## config.mk

```make
export PLATFORM = sky130hd
export DESIGN_NAME = hazard_stall_ctrl
export DESIGN_NICKNAME = d
export VERILOG_FILES = /design/src/rtl/hazard_stall_ctrl.sv
export SDC_FILE = /design/constraint.sdc
export NUM_CORES = 1
export LEC_CHECK = 0
export BUFFER_PORTS_ARGS = -buffer_cell sky130_fd_sc_hd__buf_2
export CAP_MARGIN = 30
export CORE_MARGIN = 2
export CORE_UTILIZATION = 42
export DETAILED_ROUTE_END_ITERATION = 7
export PLACE_DENSITY = 0.74
export SYNTH_ARGS = -nofsm -noshare
export SYNTH_HDL_FRONTEND = slang
export SYNTH_SLANG_ARGS = --single-unit
```

## constraint.sdc

```tcl
create_clock -name clk -period 2.7 [get_ports clk]
set_input_delay 0.81 -clock clk [delete_from_list [all_inputs] [get_ports clk]]
set_output_delay 0.81 -clock clk [all_outputs]
set_load 0.03 [all_outputs]
```

## src/rtl/hazard_stall_ctrl.sv

```systemverilog
`default_nettype none
// ============================================================================
// Module   : hazard_stall_ctrl
// Purpose  : ID-side hazard unit covering load-use, branch squash, memory
//            stalls and halt, with a saturating stall-cycle counter.
// Revision : 1.0 - initial release
// ============================================================================
module hazard_stall_ctrl #(
  parameter int CNT_W = 16
) (
  input  logic             clk,
  input  logic             rst,
  input  logic [2:0]       IFID_Rs,
  input  logic [2:0]       IFID_Rt,
  input  logic             ReadingRs_IFID,
  input  logic             ReadingRt_IFID,
  input  logic [2:0]       IDEX_Rd,
  input  logic             IDEX_MemRead,
  input  logic             IDEX_RegWrite,
  input  logic             branch_taken_EX,
  input  logic             imem_stall,
  input  logic             dmem_stall,
  input  logic             halt_MEM,
  output logic             PC_write_en,
  output logic             IFID_write_en,
  output logic             IDEX_bubble,
  output logic             IFID_flush,
  output logic             IDEX_flush,
  output logic             pipe_freeze,
  output logic             halted,
  output logic [CNT_W-1:0] stall_cycles
);

  typedef enum logic [1:0] {
    RUN      = 2'd0,
    MEM_WAIT = 2'd1,
    LU_DONE  = 2'd2,
    HALTED   = 2'd3
  } state_t;

  localparam logic [CNT_W-1:0] c_CNT_MAX = {CNT_W{1'b1}};
  localparam logic [CNT_W-1:0] c_CNT_ONE = {{(CNT_W-1){1'b0}}, 1'b1};

  state_t           r_state;
  state_t           w_nextState;
  logic [CNT_W-1:0] r_stallCycles;
  logic             w_loadUse;
  logic             w_pcWrite;
  logic             w_ifidWrite;
  logic             w_bubble;
  logic             w_ifidFlush;
  logic             w_idexFlush;
  logic             w_freeze;

  assign w_loadUse = IDEX_MemRead & IDEX_RegWrite &
                     ((ReadingRs_IFID & (IFID_Rs == IDEX_Rd)) |
                      (ReadingRt_IFID & (IFID_Rt == IDEX_Rd)));

  always_comb begin
    w_pcWrite   = 1'b1;
    w_ifidWrite = 1'b1;
    w_bubble    = 1'b0;
    w_ifidFlush = 1'b0;
    w_idexFlush = 1'b0;
    w_freeze    = 1'b0;
    w_nextState = RUN;
    if (r_state == HALTED) begin
      w_pcWrite   = 1'b0;
      w_ifidWrite = 1'b0;
      w_freeze    = 1'b1;
      w_nextState = HALTED;
    end else if (dmem_stall) begin
      w_pcWrite   = 1'b0;
      w_ifidWrite = 1'b0;
      w_freeze    = 1'b1;
      w_nextState = MEM_WAIT;
    end else begin
      // A squashing branch removes the dependent instruction, so it beats load-use.
      if (branch_taken_EX) begin
        w_ifidFlush = 1'b1;
        w_idexFlush = 1'b1;
      end else if (w_loadUse && (r_state != LU_DONE)) begin
        w_pcWrite   = 1'b0;
        w_ifidWrite = 1'b0;
        w_bubble    = 1'b1;
        w_nextState = LU_DONE;
      end else if (imem_stall) begin
        w_pcWrite   = 1'b0;
        w_ifidWrite = 1'b0;
        w_bubble    = 1'b1;
      end
      if (halt_MEM) begin
        w_nextState = HALTED;
      end
    end
  end

  always_ff @(posedge clk or posedge rst) begin
    if (rst) begin
      r_state       <= RUN;
      r_stallCycles <= '0;
    end else begin
      r_state <= w_nextState;
      if (!w_pcWrite && (r_state != HALTED) && (r_stallCycles != c_CNT_MAX)) begin
        r_stallCycles <= r_stallCycles + c_CNT_ONE;
      end
    end
  end

  // Reset forces idle outputs immediately, even while stall inputs are still high.
  assign PC_write_en   = rst | w_pcWrite;
  assign IFID_write_en = rst | w_ifidWrite;
  assign IDEX_bubble   = ~rst & w_bubble;
  assign IFID_flush    = ~rst & w_ifidFlush;
  assign IDEX_flush    = ~rst & w_idexFlush;
  assign pipe_freeze   = ~rst & w_freeze;
  assign halted        = ~rst & (r_state == HALTED);
  assign stall_cycles  = r_stallCycles;

endmodule
`default_nettype wire

```

==> impl_metrics.csv <==
group,metric,value,unit
logic_synthesis,synth_edf_count,0,
min_path,hp-class,"register to register",
floorplan,rows,18,
logic_synthesis,avgSynthCellArea,10.19,µm²
timing,setup_viol,3,
timing,finalHoldViolations,0,
logic_synthesis,synthArstFlopShare,1.000,
routing,drt_pre_antenna_iters,4,
logic_synthesis,syn_area,1040,µm²
global_routing,grt_pass1_wl,3629,µm
layout,diodes,0,
floorplan,die_h,53.76,µm
clock_tree,root_buffer,"clkbuf_4",
routing,drt_wl_total,2345,µm
logic_synthesis,synth_flop_cell,"dfrtp_1",
logic_synthesis,syn_nets,122,
worst_setup_path,critPathRequiredTime,1890,ps
floorplan,io_pins,42,
power_and_ir_drop,p_per_area,571.7,nW/µm²
routing,via_per_inst,5.136,
logic_synthesis,yosys.cell_types.count,28,
clock_tree,numClockSinks,18,
clock_tree,cts_tree,"yes",
global_routing,grt_pass1_vias,814,
layout,regArea,450.4,µm²
timing,timing.hold.ws,498.3,ps
clock_tree,clk_path_buf_depth,2,
clock_tree,cts_buffers,3,
logic_synthesis,synth_warnings,0,
routing,final_antenna_net_count,0,
timing,drv_slew,0,
place,port_buffers,41,
min_path,whs_path_depth,1,
flow_run,maxCapViolations,0,
status,failed_checks,"negative setup slack",
logic_synthesis,synth_cells,102,
worst_setup_path,max_stage_delay,410,ps
worst_setup_path,reg2reg_depth,6,
timing,worst_pin_slew,514.2,ps
routing,post-route-drc-count,0,
layout,syn_to_final_growth,37.54,%
routing,wl_per_cell,13.32,µm
timing,slew_headroom,0.6553,
clock_tree,clkLatencyLatePin,290,ps
global_routing,grt_max_degree,19,
worst_setup_path,worstPathMaxFanout,2,
layout,nFillCells,209,
timing,min_period,2904,ps
worst_setup_path,startpoint_type,"input pin",
global_routing,grt.overflow.total,0,
worst_setup_path,cp_cell_sequence,"buf_2 > xnor2_1 > nand4_1 > a2111oi_4 > nor2_2 > nor3b_4 > buf_6",
status,status,"finished with violations",
place,dp_slack,-235.2,ps
place,dpl.hpwl,1777,µm
power_and_ir_drop,vdd_drop_max,0.5234,mV
clock_tree,cts_max_level,1,
logic_synthesis,synth_seq_cells,18,
floorplan,core_area,2410,µm²
logic_synthesis,seq_area_frac_synth,0.4332,
timing,skew,2.291,ps
floorplan,die_area,2890,µm²
layout,drive_gt1_frac,0.4315,
timing,setup_ws,-204.1,ps
power_and_ir_drop,power,0.8176,mW
clock_tree,clkSlewWorstSetupHoldPaths,100,ps
routing,drt-initial-drc-count,7,
power_and_ir_drop,p_leak,0.6786,nW
worst_setup_path,cp-end-kind,"output port",
global_routing,track_usage,0.1738,
worst_setup_path,cpMaxStageDelayCell,"a2111oi_4",
timing,final.period_utilization,1.076,
timing,fmaxAchievable,344.3,MHz
worst_setup_path,worstPathArrival,2090,ps
global_routing,antenna_found_initial,0,
layout,multiInputGateArea,620.6,µm²
place,place_congestion,0.8084,
worst_setup_path,crit_type,"input pin to output port",
timing,rsz0062_at_grt,"yes",
floorplan,start_util,0.4315,
floorplan,chipWidth,53.76,µm
routing,num_vias,904,
layout,nets,168,
## repair_timing
item,in CTS,in global routing
pin swaps,8,6
setup endpoints to repair,3,3
gates resized for setup,19,1
hold buffers,0,0
buffers inserted,0,0
## worst paths after layout
check / from / end / slack (ps)
setup / recovery: IFID_Rs[1] / IDEX_bubble / -200
hold / removal: stall_cycles[15]$_DFFE_PP0P_ / stall_cycles[15]$_DFFE_PP0P_ / 500
setup reg to reg: stall_cycles[0]$_DFFE_PP0P_ / stall_cycles[1]$_DFFE_PP0P_ / 510
hold reg to reg: stall_cycles[15]$_DFFE_PP0P_ / stall_cycles[15]$_DFFE_PP0P_ / 500
max in group asynchronous: rst / stall_cycles[14]$_DFFE_PP0P_ / 1870
min in group asynchronous: rst / r_state[0]$_DFF_PP0_ / 640
## kinds of logic (layout without fill, tap and decap cells)
logic type / after synthesis / count (layout) / share of synthesized area
buffers and inverters: 6 / 50 / 0.02887
muxes: 1 / 1 / 0.01083
adders and majority gates: 1 / 1 / 0.01203
DFF: 18 / 18 / 0.4332
and+or+nand+nor: 50 / 50 / 0.2744
AOI/OAI and AO/OA: 5 / 5 / 0.06378
xor gates and xnor gates: 21 / 21 / 0.1769
## where the power goes
part / switching (mW) / total, mW / leakage (nW) / internal [mW]
logic: 0.204 / 0.318 / 0.451 / 0.114
clock network: 0.0804 / 0.132 / 0.0138 / 0.0519
registers: 0.0573 / 0.367 / 0.213 / 0.310
## layout by cell type, fill, tap and decap left out, types with 2 or more instances in the layout
cell / synthesis / layout
buf_2: 0 / 32
buf_4: 2 / 2
clkbuf_4: 0 / 3
and3_1: 3 / 3
xor2_1: 12 / 12
dfrtp_1: 18 / 18
buf_6: 0 / 8
nor2b_1: 2 / 2
nor3_2: 2 / 2
inv_1: 4 / 3
nand2_1: 9 / 7
nand4_1: 5 / 5
xnor2_2: 0 / 5
nor3_1: 6 / 6
xnor2_1: 9 / 4
nand3_1: 5 / 5
nor2_1: 10 / 9
nand2_2: 1 / 2
## critical path, delay by kind of cell
kind                   cells  cell delay [ps]
AND/OR/NAND/NOR            3              440
AO/OA/AOI/OAI              1              410
buffers and inverters      2              260
XOR/XNOR                   1              170
## cell type report
cell class,count,share of cell area
clock buffer,3,0.01575
sequential,18,0.3150
multi-input combinational,78,0.4339
inverter,4,0.01312
tap,30,0.02625
timing repair buffer,43,0.1960
## state kept, by name, indices dropped and copies added, names as in the netlist
signal	flops
stall_cycles	16
r_state	2
## cells in the mapped netlist, types with 2 or more instances
library cell / number / area (µm²)
dfrtp_1: 18 / 450.4
xor2_1: 12 / 105.1
nor2_1: 10 / 37.54
nand2_1: 9 / 33.78
xnor2_1: 9 / 78.83
nor3_1: 6 / 30.03
nand3_1: 5 / 25.02
nand4_1: 5 / 31.28
inv_1: 4 / 15.01
and3_1: 3 / 18.77
buf_4: 2 / 15.01
nor2b_1: 2 / 12.51
nor3_2: 2 / 20.02
## stage by stage
step	instances	setup TNS [ps]	instance area, µm²	util
floorplan	102	-352.4	1084	-
global placement	173	-494.7	1323	0.5488
detailed placement	173	-651.4	1323	0.5488
CTS	176	-451.1	1426	0.5919
global route	176	-710.9	1430	0.5935
finish	176	-512.8	1430	0.5935
## per-layer routing
metal  vias up  share of wire  global-route usage
li1        438              -                   -
met1       431           0.43              0.2214
met2        30           0.50              0.2967
met3         5          0.060             0.02500
met4         0          0.014             0.06410
met5         -              0                   0
No activity file was read; power rests on OpenSTA's default activity.
